===== config.mk =====
export PLATFORM = sky130hd
export DESIGN_NAME = reg_arbiter
export DESIGN_NICKNAME = d
export VERILOG_FILES = /design/src/rtl/reg_arb_pkg.sv /design/src/rtl/reg_arb_reg.sv /design/src/rtl/reg_arbiter.sv
export SDC_FILE = /design/constraint.sdc
export NUM_CORES = 1
export LEC_CHECK = 0
export BUFFER_PORTS_ARGS = -buffer_cell sky130_fd_sc_hd__buf_2
export CORE_MARGIN = 2
export CORE_UTILIZATION = 40
export DETAILED_ROUTE_END_ITERATION = 6
export PLACE_DENSITY = 0.81
export REMOVE_ABC_BUFFERS = 1
export SYNTH_ARGS = -nofsm -noshare
export SYNTH_HDL_FRONTEND = slang
export SYNTH_SLANG_ARGS = --single-unit
export TNS_END_PERCENT = 100

===== constraint.sdc =====
create_clock -name clk -period 1.6 [get_ports clk]
set_clock_uncertainty 0.2 [all_clocks]
set_input_delay 0.16 -clock clk [delete_from_list [all_inputs] [get_ports clk]]
set_output_delay 0.16 -clock clk [all_outputs]
set_load 0.03 [all_outputs]

===== src/rtl/reg_arb_pkg.sv =====
// Shared types for the register arbiter: FSM encoding, default data width
// and the round-robin winner pick.
package reg_arb_pkg;

    localparam int DEF_WIDTH = 7;

    typedef enum logic [1:0] {
        IDLE  = 2'd0,
        WRITE = 2'd1,
        DONE  = 2'd2
    } state_t;

    // Scan upward from ptr, wrapping at n; the first set request wins.
    function automatic logic [1:0] rr_pick(input logic [3:0] req,
                                           input logic [1:0] ptr,
                                           input int         n);
        logic [1:0] win;
        logic       found;
        int         idx;
        win   = '0;
        found = 1'b0;
        for (int k = 0; k < 4; k++) begin
            idx = int'(ptr) + k;
            if (idx >= n) idx = idx - n;
            if (k < n && !found && req[idx[1:0]]) begin
                win   = idx[1:0];
                found = 1'b1;
            end
        end
        return win;
    endfunction

endpackage


===== src/rtl/reg_arb_reg.sv =====
// Enable register with synchronous active-high clear; loads d on en.
// One-cycle latency, no backpressure.
module reg_arb_reg
    import reg_arb_pkg::*;
#(
    parameter int WIDTH = DEF_WIDTH
) (
    input  logic             clk,
    input  logic             rst,
    input  logic             en,
    input  logic [WIDTH-1:0] d,
    output logic [WIDTH-1:0] q
);

    always_ff @(posedge clk) begin
        if (rst) begin
            q <= '0;
        end else if (en) begin
            q <= d;
        end
    end

endmodule


===== src/rtl/reg_arbiter.sv =====
// Round-robin arbiter for writes into one shared register: IDLE -> WRITE -> DONE.
// Grant one cycle after req is seen, q updates on WRITE exit; losers simply hold req.
module reg_arbiter
    import reg_arb_pkg::*;
#(
    parameter int N_REQ = 3,
    parameter int WIDTH = DEF_WIDTH
) (
    input  logic                   clk,
    input  logic                   reset,
    input  logic [N_REQ-1:0]       req,
    input  logic [N_REQ*WIDTH-1:0] data,
    output logic [N_REQ-1:0]       gnt,
    output logic [N_REQ-1:0]       done,
    output logic [WIDTH-1:0]       q,
    output logic [1:0]             owner,
    output logic                   busy
);

    state_t             st, st_nxt;
    logic [1:0]         id, ptr, win, ptr_nxt;
    logic [3:0]         req_pad;
    logic               hit, wr, dn, rst;
    logic [WIDTH-1:0]   wdat;

    always_comb begin
        req_pad             = '0;
        req_pad[N_REQ-1:0]  = req;
    end

    assign hit     = |req;
    assign win     = rr_pick(req_pad, ptr, N_REQ);
    assign ptr_nxt = (id == 2'(N_REQ - 1)) ? 2'd0 : id + 2'd1;

    always_comb begin
        st_nxt = st;
        case (st)
            IDLE:    if (hit) st_nxt = WRITE;
            WRITE:   st_nxt = DONE;
            DONE:    st_nxt = IDLE;
            default: st_nxt = IDLE;
        endcase
    end

    // Outputs are masked by reset so an in-flight operation goes quiet immediately.
    assign wr   = reset && (st == WRITE);
    assign dn   = reset && (st == DONE);
    assign busy = reset && (st != IDLE);

    always_comb begin
        gnt  = '0;
        done = '0;
        wdat = '0;
        for (int i = 0; i < N_REQ; i++) begin
            gnt[i]  = wr && (id == 2'(i));
            done[i] = dn && (id == 2'(i));
            if (id == 2'(i)) wdat = data[i*WIDTH +: WIDTH];
        end
    end

    always_ff @(posedge clk) begin
        if (!reset) begin
            st    <= IDLE;
            ptr   <= '0;
            id    <= '0;
            owner <= '0;
        end else begin
            st <= st_nxt;
            if (st == IDLE && hit) id    <= win;
            if (st == WRITE)       owner <= id;
            if (st == DONE)        ptr   <= ptr_nxt;
        end
    end

    // The register clears on an active-high input.
    assign rst = ~reset;

    reg_arb_reg #(
        .WIDTH (WIDTH)
    ) u_reg (
        .clk (clk),
        .rst (rst),
        .en  (wr),
        .d   (wdat),
        .q   (q)
    );

endmodule


### After elaboration in Yosys (flattened, before gate mapping)

Cells that the tools add are included.

| word-level totals | value |
|---|---|
| register bits after elaboration | 15 |
| output and inout port bits | 16 |
| logic and storage cells | 60 |

| operators by class | value |
|---|---|
| add/sub/neg operators | 6 |
| $lt $le $gt $ge | 6 |
| equal/unequal tests | 5 |
| multiplexer cells | 20 |
| reduce and logical (&&, ||, !) cells | 18 |

Operator list:

| kind | count |
|---|---|
| two-way mux 7 bit | 3 |
| two-way mux 2 bit | 8 |
| logical AND 1 bit | 12 |
| < comparator 2 x 3 -> 1 bit (second input constant) | 3 |
| binary-select mux 1 bit (select 2 bit) | 3 |
| greater-or-equal comparator 3 x 2 -> 1 bit (second input constant) | 2 |
| subtractor 2 bit (second input constant) | 3 |
| two-way mux 1 bit | 5 |
| equality test 2 x 1 -> 1 bit (second input constant) | 2 |
| equality test 2 bit (second input constant) | 2 |
| zero test 2 bit | 2 |
| case mux 2 bit (2 select lines) | 1 |
| adder 2 x 1 -> 3 bit (second input constant) | 1 |
| adder 2 x 2 -> 3 bit (second input constant) | 1 |
| OR reduction 3 bit | 1 |
| adder 2 x 1 -> 2 bit (second input constant) | 1 |
| greater-or-equal comparator 2 bit (second input constant) | 1 |
| zero test 1 bit | 2 |
| inequality test 2 bit (second input constant) | 1 |
| nonzero test 2 bit | 1 |

### Depth between registers and ports, before layout

Gate-level depths: netlist of the first run.

| logic depth | value |
|---|---|
| depth in word-level cells | 11 |
| mapped depth | 6 |
| mapped depth without buffers | 6 |

### Hierarchy

From an unflattened synthesis of the first run, not the netlist that was laid out.

| unflattened totals | value |
|---|---|
| cells, all modules | 109 |
| area total of the unflattened synthesis | 929.6 um2 |

By module, submodules not included:

| module | instances | cells each | area each (um2) |
|---|---|---|---|
| reg_arbiter | 1 | 87 | 681.9 |
| reg_arb_reg | 1 | 22 | 247.7 |

### Worst setup path before layout of the first run

Ideal clock, no wire load.

| timing | value |
|---|---|
| path type | flip-flop to output port |
| start point | register st[0] |
| end point | output port gnt[2] |
| arrival time | 1444 ps |
| required time | 1240 ps |
| setup slack | -204 ps |
| stages on the path, launching flop included | 5 |
| buffers on the path | 1 |
| cells stage by stage | dfxtp_1 nor2b_1 buf_4 nand2_1 nor3b_1 |

| on the way | value |
|---|---|
| longest elaborated chain between the ends | 3 |

Ends and longest elaborated chain:

| element | RTL line | text |
|---|---|---|
| from (decl) | reg_arbiter.sv:20 | `state_t st, st_nxt;` |
| from (signal assigned) | reg_arbiter.sv:68 | `st <= st_nxt;` |
| equality test 2 x 1 -> 1 bit | reg_arbiter.sv:46 | `assign wr = reset && (st == WRITE);` |
| logical AND 1 bit | reg_arbiter.sv:46 |  |
| logical AND 1 bit | reg_arbiter.sv:55 | `gnt[i] = wr && (id == 2'(i));` |
| to (decl) | reg_arbiter.sv:13 | `output logic [N_REQ-1:0] gnt,` |

No other way between the ends.

### Final worst setup path of the first run

Same ends and word-level chain as after synthesis.

==> results of run 1 <==
## final cells by class
cell class                      count  area, um2  share of cell area [%]
Sequential cell                    15        315                    23.1
Multi-Input combinational cell     78        663                    48.7
Tap cell                           28       35.0                    2.57
Timing Repair Buffer               51        307                    22.5
Clock buffer                        3       22.5                    1.65
Clock inverter                      1       5.00                   0.367
Inverter                            4       15.0                    1.10
## power breakdown
group / switching, mW / total (mW) / internal [mW]
Clock: 0.130 / 0.223 / 0.0929
Combinational: 0.175 / 0.331 / 0.156
Sequential: 0.0304 / 0.436 / 0.405
Total: 0.336 / 0.990 / 0.654
## worst register-to-register path, stage by stage, from the launching register on
cell and delay (ns):
dfxtp_4 0.40, inv_2 0.06, ha_4 0.27, nor2_2 0.05, a221oi_2 0.18, o2111ai_1 0.16, a21boi_1 0.16
## worst paths after layout
check	from	end	slack (ns)	cells after the start
setup / recovery	st[0]	gnt[2]	-0.07	4
hold reg to reg	u_reg.q[6]	u_reg.q[6]	0.30	1
setup reg to reg	ptr[0]	id[1]	0.05	6
hold / removal	data[16]	u_reg.q[2]	0.02	4
## cell families (layout without fill, tap and decap cells)
| family | count (synthesis) | after routing | synth area share, % |
|---|---|---|---|
| flip-flops | 15 | 15 | 31.4 |
| multiplexers | 9 | 9 | 9.42 |
| AND/OR/NAND/NOR | 39 | 39 | 24.2 |
| adder cells (fa/ha/maj) | 3 | 3 | 3.93 |
| AO/OA/AOI/OAI | 27 | 27 | 23.3 |
| buffers and inverters | 10 | 59 | 7.72 |
## per-layer routing
metal,GRT usage (%),vias up,routed length (um)
met5,0,-,0
met4,9.83,0,48
met3,4.24,6,160
met2,29.4,37,1150
met1,18.6,408,985
li1,-,475,-
## registers in the layout, summed over array words and instances, names as in the netlist
| signal | count |
|---|---|
| u_reg.q | 7 |
| ptr | 2 |
| owner | 2 |
| id | 2 |
| st | 2 |
## cell usage in the layout (no fill, tap or decap)
| cell | synthesis | final |
|---|---|---|
| a21boi_1 | 1 | 1 |
| a21oi_1 | 3 | 3 |
| a221oi_2 | 1 | 2 |
| a31oi_1 | 1 | 1 |
| and2_1 | 1 | 1 |
| and2b_1 | 1 | 1 |
| and3_1 | 2 | 2 |
| and4b_2 | 1 | 1 |
| and4bb_2 | 1 | 1 |
| buf_2 | 1 | 35 |
| buf_4 | 1 | 10 |
| buf_6 | 2 | 1 |
| clkbuf_4 | 0 | 5 |
| clkinv_2 | 0 | 1 |
| dfxtp_1 | 15 | 9 |
| dfxtp_2 | 0 | 3 |
| dfxtp_4 | 0 | 3 |
| dlygate4sd3_1 | 0 | 3 |
| ha_4 | 0 | 3 |
| inv_1 | 4 | 2 |
| inv_2 | 0 | 2 |
| mux2i_1 | 9 | 9 |
| nand2_1 | 8 | 7 |
| nand2_2 | 0 | 1 |
| nand2b_1 | 5 | 4 |
| nand2b_4 | 0 | 1 |
| nand3_1 | 1 | 1 |
| nand3b_1 | 1 | 1 |
| nor2_1 | 5 | 4 |
| nor2_2 | 0 | 1 |
| nor2b_1 | 10 | 8 |
| nor2b_4 | 1 | 3 |
| nor3_2 | 0 | 1 |
| nor3b_2 | 0 | 1 |
| o2111ai_1 | 1 | 1 |
| o211a_1 | 7 | 7 |
| o211ai_1 | 5 | 5 |
| o211ai_2 | 2 | 2 |
| o21ai_0 | 4 | 4 |
| o31a_1 | 1 | 1 |
## timing repair
action / 4_1_cts / 5_1_grt
endpoints found under the setup margin: 8 / 8
pin swaps: 0 / 3
hold buffers: 3 / 0
buffers inserted: 0 / 2
endpoints found under the hold margin: 7 / 0
gates resized for setup: 18 / 16
cloned: 0 / 0
==> flow_summary.ini, run 1 <==
[outcome]
outcome = finished, violations left
violations_in_the_final_reports = setup timing

[power_and_ir_drop]
power.static_leakage_nw = 0.646
power-per-cell-area_mw_per_mm2 = 727
irDropWorstVdd_mv = 0.492
report.power.total_mw = 0.990

[synth]
synth-edff-count = 0
synthesized_area_per_cell_um2 = 9.28
yosysTopAreaCell = dfxtp_1
ys_top_cells_by_count = dfxtp_1 (15), nor2b_1 (10), mux2i_1 (9), nand2_1 (8), o211a_1 (7)
netlist_area_um2 = 956
synth.most_common_cell = dfxtp_1
synth.yosys.seq_area_share_pct = 31.4
netlist_instances = 103
synth_cell_types = 34
synth_top_cells_by_area = dfxtp_1 (31%), mux2i_1 (9.4%), o211a_1 (7.3%)
synth.ff_latch_count = 15
synth.yosys.warnings = 0
synth-async-reset-ratio_pct = 0
synth_top_cell_area_share_pct = 31.4
synth_top_flop_cell = dfxtp_1

[sta]
maxSlewHeadroom_pct = 83.5
finalSetupViolCount = 2
timing.hold.ws_ns = 0.0175
finalWorstPathRequiredPeriod_ns = 1.67
maxClockFrequency_mhz = 599
final_number_of_max_transition_violations = 0
timing.final.ws_setup_ns = -0.0684
worst_slew_pin_tran_ns = 0.245
grt_setup_unrepaired = true
setup_tns_ns = -0.111
report.final.hold_viol_count = 0
finalCritPeriodShare_pct = 104

[global_route]
number_of_global_route_vias_before_repair = 847
globalRouteOverflowTotal = 0
number_of_antenna_violations_at_the_first_check_in_global_routing = 0
grt_max_degree = 15
first_pass_grt_wire_length_um = 3490
grtUsageTotal_pct = 17.0

[cells_and_area]
fill_cell_total_of_the_finished_layout = 217
num_antenna_cells = 0
post_route_cells_drive_above_1_share_pct = 50.7
count_of_non_filler_cells_in_the_finished_layout = 180
final_core_util_pct = 61.0
layout_net_count = 182
area_growth_syn_to_layout_pct = 42.5
final_cell_area_mm2 = 0.00136

[clock_network]
clock_tree.htree_level_count = 1
worst_setup_hold_path_clk_slew_ns = 0.10
clock_tree_from_tritoncts = built
clock-sinks = 15
clock_tree.buffer_depth = 2
cts_inserted_buffers = 3
insertion_delay_of_the_later_clocked_pin_in_the_worst_skew_pair_ns = 0.29
cts_root_buffer = clkbuf_4

[floorplan]
floorplan.die_area_mm2 = 0.00280
initial_core_util_pct = 42.8
num_rows = 17
core_area_mm2 = 0.00223
die_outline_height_um = 52.9
dieWidth_um = 52.9
count_of_boundary_i_o_pins = 42

[routing]
drt_first_iter_violations = 6
route.detailed.wl_per_inst_um = 13.0
drtAntennaViolNets = 0
drt-pass1-iter-count = 4
drt-vias-per-instance = 5.14
routed_wl_um = 2340
via_count = 926
drt_drc_violations_left = 0

[job]
max-cap-violations = 0

[worst_setup_path]
list_of_cells_traversed_by_the_critical_path = nor2b_4 > nand2_2 > nor3b_2 > buf_4
critical_path.slowest_cell = dfxtp_2
crit_type = reg2out
required_ns = 1.24
cp_data_arrival_time_ns = 1.31
timing.critical_path.slowest_cell_delay_ns = 0.37
critical-path-top-delay-family = simple AND/OR/NAND/NOR gates
endpoint_kind = output pin
start_kind = register
worst_path_buffer_plus_inverter_count = 1
timing.critical_path.fanout_max = 4

[placement]
post_dp_cell_area_mm2 = 0.00117
buffer_ports.inserted = 41
detailedPlace.worstSlack_ns = -0.0178
dp.cells = 171
hpwl_um = 1680
gp_congestion = 0.703

[min_path]
hp-class = in2reg
Note: power is estimated with default switching activity, not from simulation.
==> run 2, diff against run 1 <==
- GPL_TIMING_DRIVEN: not set -> 0
- PLACE_DENSITY: 0.81 -> 0.8
==> run 2 against run 1 <==
  * The run still ends with setup timing left
  * Total power shrank 0.49%
  * Via count grew 0.97%
  * Clock power shrank 3%
  * Worst setup slack gained 0.017 ns
  * Global-route usage shrank 0.050 points
  * Non-clock buffer count shrank 2
  * Combinational power grew 2%
  * Wire length shrank 0.77%
  * Cell count shrank 1.1%
==> flow_summary.ini, run 2 (synthesis results as in run 1) <==
[sta]
worst_slew_pin_tran_ns = 0.282
timing.final.ws_setup_ns = -0.0511
finalWorstPathRequiredPeriod_ns = 1.65
finalCritPeriodShare_pct = 103
report.final.hold_viol_count = 0
grt_setup_unrepaired = true
maxSlewHeadroom_pct = 81.2
maxClockFrequency_mhz = 606
finalSetupViolCount = 3
timing.hold.ws_ns = 0.0294
final_number_of_max_transition_violations = 0

[floorplan]
die_outline_height_um = 52.9
core_area_mm2 = 0.00223
num_rows = 17
dieWidth_um = 52.9
floorplan.die_area_mm2 = 0.00280
initial_core_util_pct = 42.8
count_of_boundary_i_o_pins = 42

[min_path]
hp-class = in2reg

[placement]
dp.cells = 166
hpwl_um = 1590
buffer_ports.inserted = 41
gp_congestion = 0.664

[global_route]
number_of_global_route_vias_before_repair = 810
number_of_antenna_violations_at_the_first_check_in_global_routing = 0
first_pass_grt_wire_length_um = 3530
grt_max_degree = 19
grtUsageTotal_pct = 16.9
globalRouteOverflowTotal = 0

[clock_network]
insertion_delay_of_the_later_clocked_pin_in_the_worst_skew_pair_ns = 0.28
clock-sinks = 15
clock_tree_from_tritoncts = built
worst_setup_hold_path_clk_slew_ns = 0.09
clock_tree.htree_level_count = 1
cts_inserted_buffers = 3
cts_root_buffer = clkbuf_4
clock_tree.buffer_depth = 2

[worst_setup_path]
endpoint_kind = output pin
required_ns = 1.24
cp_data_arrival_time_ns = 1.29
timing.critical_path.fanout_max = 4
crit_type = reg2out
timing.critical_path.slowest_cell_delay_ns = 0.36
timing.reg2reg.setup_slack_ns = 0.08
critical_path.slowest_cell = dfxtp_2
list_of_cells_traversed_by_the_critical_path = nor2b_4 > nand2_2 > nor3_2 > buf_4
start_kind = register

[cells_and_area]
num_antenna_cells = 0
area_growth_syn_to_layout_pct = 40.6
count_of_non_filler_cells_in_the_finished_layout = 178
largest_register_ff_count = 7
layout.area.seq_um2 = 318
layout.cells.most_common = buf_2
multi_input_area_um2 = 661
layout_net_count = 180
final_cell_mix = buf_2 (35), buf_4 (10), mux2i_1 (9), dfxtp_1 (9), nor2b_1 (8)
fill_cell_total_of_the_finished_layout = 204
largest_register = u_reg.q
post_route_cells_drive_above_1_share_pct = 50.0

[power_and_ir_drop]
power-per-cell-area_mw_per_mm2 = 733
power.static_leakage_nw = 0.629
irDropWorstVdd_mv = 0.587

[routing]
drt_drc_violations_left = 0
drt_first_iter_violations = 25
drtAntennaViolNets = 0
route.detailed.wl_per_inst_um = 13.1
drt-vias-per-instance = 5.25
drt-pass1-iter-count = 4
via_count = 935
routed_wl_um = 2330

[outcome]
outcome = finished, violations left
violations_in_the_final_reports = setup timing

[job]
max-cap-violations = 0
-- run 2: critical path, delay by kind of cell, from the launching register on --
| kind | cells | cell delay [ns] |
|---|---|---|
| flip-flops | 1 | 0.36 |
| buffers and inverters | 1 | 0.19 |
| AND/OR/NAND/NOR | 3 | 0.47 |
-- run 2: stage by stage --
| stage | setup WS (ns) | utilization (%) | TNS [ns] | cell area (um2) | power (mW) |
|---|---|---|---|---|---|
| floorplan | -0.820 | - | -3.10 | 897 | 0.625 |
| global placement | -0.718 | 50.9 | -5.73 | 1140 | 0.706 |
| detailed placement | -0.814 | 50.9 | -7.03 | 1140 | 0.718 |
| CTS | -0.0301 | 57.7 | -0.0301 | 1290 | 0.968 |
| global route | -0.108 | 60.2 | -0.310 | 1340 | 1.03 |
| finish | -0.0511 | 60.2 | -0.0997 | 1340 | 0.985 |
-- run 2: cell type report --
| cell class | instances | share of cell area [%] |
|---|---|---|
| inverter | 4 | 1.30 |
| sequential | 15 | 23.6 |
| tap | 28 | 2.61 |
| multi-input combinational | 78 | 49.2 |
| clock buffer | 4 | 1.96 |
| timing repair buffer | 49 | 21.3 |
-- run 2: worst paths after layout --
check | startpoint | to | cells after the start
max | st[0] | gnt[0] | 4
max reg2reg | ptr[0] | id[0] | 6
min | data[17] | u_reg.q[3] | 4
min reg2reg | u_reg.q[2] | u_reg.q[2] | 1
-- run 2: per-layer routing --
metal	global-route usage (%)	share of wire, %
met1	21.5	42
met2	29.6	50
met3	1.98	7.2
met4	5.13	0.90
met5	0	0
-- run 2: where the power goes --
group	leakage, nW	internal [mW]	total [mW]	switching (mW)
logic	0.488	0.156	0.336	0.179
registers	0.127	0.404	0.434	0.0296
clock network	0.0150	0.0966	0.216	0.119
-- run 2: what timing repair did --
action,in CTS,in global routing
setup buffers,5,2
hold endpoints to repair,1,0
pin swaps,0,5
endpoints found under the setup margin,18,8
gates resized for setup,22,16
gates cloned,0,0
hold buffers,1,0
==> run 3, diff against run 2 <==
==> constraint.sdc (replaced) <==
create_clock -name clk -period 1.6 [get_ports clk]
set_clock_uncertainty 0.2 [all_clocks]
set_input_delay 0.08 -clock clk [delete_from_list [all_inputs] [get_ports clk]]
set_output_delay 0.08 -clock clk [all_outputs]
set_load 0.03 [all_outputs]
==> run 3 against run 2 <==
  * The flow finishes with violations (hold timing)
  * Maximum frequency up 7.2%
  * Critical endpoint is now gnt[1]
  * Global-route usage up 3.0 points
  * Largest cell class unchanged
  * Cell count up 5.1%
  * Largest power group unchanged
  * Flip-flop and latch count unchanged
  * Wire length up 15%
==> flow_summary.ini, run 3 (synthesis results as in run 1) <==
[outcome]
outcome = finished, violations left
violations_in_the_final_reports = hold timing

[power_and_ir_drop]
power.sequential.fraction_pct = 42.8
sw_frac_of_total_pct = 33.2
switchingPower_mw = 0.336
power.static_leakage_nw = 0.670
power-per-cell-area_mw_per_mm2 = 711
power.combinational.fraction_pct = 35.9
report.power.total_mw = 1.01
cellInternalPower_mw = 0.676
pwr-share-clk_pct = 21.3
irDropWorstVdd_mv = 0.610

[clock_network]
clock-sinks = 15
clock_tree_from_tritoncts = built
insertion_delay_of_the_later_clocked_pin_in_the_worst_skew_pair_ns = 0.27
worst_setup_hold_path_clk_slew_ns = 0.09
cts_inserted_buffers = 3
cts_root_buffer = clkbuf_4
clock_tree.htree_level_count = 1
clock_tree.buffer_depth = 2

[placement]
detailedPlace.worstSlack_ns = -0.734
buffer_ports.inserted = 41
hpwl_um = 1590
gp_congestion = 0.664

[global_route]
number_of_global_route_vias_before_repair = 939
grtUsageTotal_pct = 19.9
first_pass_grt_wire_length_um = 4080
globalRouteOverflowTotal = 0
number_of_antenna_violations_at_the_first_check_in_global_routing = 0
grt_max_degree = 17

[job]
max-cap-violations = 0

[routing]
via_count = 983
drt-vias-per-instance = 5.26
drt_first_iter_violations = 14
drt_drc_violations_left = 0
drt-pass1-iter-count = 4
route.detailed.wl_per_inst_um = 14.3
drtAntennaViolNets = 0
routed_wl_um = 2680

[cells_and_area]
final_cell_mix = buf_2 (38), dlygate4sd3_1 (10), dfxtp_1 (10)
area_growth_syn_to_layout_pct = 49.0
largest_register_ff_count = 7
post_route_cells_drive_above_1_share_pct = 45.9
num_antenna_cells = 0
largest_register = u_reg.q
layout.cells.most_common = buf_2
fill_cell_total_of_the_finished_layout = 177
layout_net_count = 189

[sta]
worst_slew_pin_tran_ns = 0.470
finalSetupViolCount = 0
timing.final.ws_setup_ns = 0.0598
maxClockFrequency_mhz = 649
final_number_of_max_transition_violations = 0
finalWorstPathRequiredPeriod_ns = 1.54
timing.hold.ws_ns = -0.00481
report.final.hold_viol_count = 1
finalCritPeriodShare_pct = 96.3
maxSlewHeadroom_pct = 68.6

[min_path]
worst_hold_path.num_cells = 3
hold_start = req[1]
worst_case_hold_path_end_point = id[0]
hp-class = in2reg

[floorplan]
core_area_mm2 = 0.00223
die_outline_height_um = 52.9
num_rows = 17
count_of_boundary_i_o_pins = 42
dieWidth_um = 52.9
floorplan.die_area_mm2 = 0.00280
initial_core_util_pct = 42.8

[worst_setup_path]
cp_data_arrival_time_ns = 1.26
endpoint_kind = output pin
crit_type = reg2out
timing.critical_path.fanout_max = 4
reg2regPathDepth = 6
required_ns = 1.32
timing.reg2reg.setup_slack_ns = 0.08
start_kind = register
rr_startpoint = ptr[0]
timing.rr.end = id[0]
## run 3: changes by cell type in the layout (fill, tap and decap cells not counted), sizes merged
cell,previous run,this run
buf,46,48
clkbuf,6,4
dlygate4sd3,1,10
## run 3: worst max path at each step
stage / from / endpoint / slack [ns] / cells past startpoint
floorplan: st[0] / gnt[2] / -0.74 / 3
global placement: st[0] / gnt[2] / -0.64 / 4
detailed placement: st[0] / gnt[2] / -0.73 / 4
CTS: ptr[0] / id[0] / 0.008 / 6
global route: st[0] / gnt[2] / -0.009 / 4
finish: st[0] / gnt[1] / 0.06 / 4
## run 3: worst max-delay path, stage by stage, from the launching register on
cell and delay, ns:
dfxtp_2 0.37, nor2b_4 0.18, buf_4 0.14, and3_1 0.14
buf_4 0.15
## run 3: cell type report
class,instances,area [um2],share of cell area [%]
well taps,28,35.0,2.46
repair buffers,58,378,26.5
clock buffers,4,26.3,1.85
flip-flops and latches,15,317,22.2
inverters,4,17.5,1.23
multi-input cells,78,651,45.7
## run 3: power by group through the flow
stage / logic, mW / registers, mW / clock network, mW
after floorplan: 0.139 / 0.486 / 0
after global placement: 0.256 / 0.451 / 0
after detailed placement: 0.266 / 0.452 / 0
after global routing: 0.389 / 0.437 / 0.232
final: 0.364 / 0.433 / 0.216
after CTS: 0.344 / 0.434 / 0.218
## run 3: metrics by stage
stage                     cell area [um2]  instances  util, %  TNS, ns
after detailed placement             1140        166     50.9    -6.70
after CTS                            1380        186     61.9        0
final                                1420        187     63.8        0
after floorplan                       897         97        -    -2.86
after global routing                 1420        187     63.8  -0.0145
after global placement               1140        166     50.9    -5.41
## run 3: metal layers
layer  up-vias  wire length [um]  global-route usage (%)
li1        485                 -                       -
met4         0                13                    6.41
met5         -                 0                       0
met3         2               143                    2.26
met2        35              1420                    37.3
met1       461              1100                    23.3
## run 3: timing repair
item | in CTS | in global routing
gates resized for setup | 17 | 14
pin swaps | 0 | 4
endpoints found under the hold margin | 14 | 0
endpoints found under the setup margin | 18 | 7
setup buffers | 6 | 1
hold buffers | 10 | 0
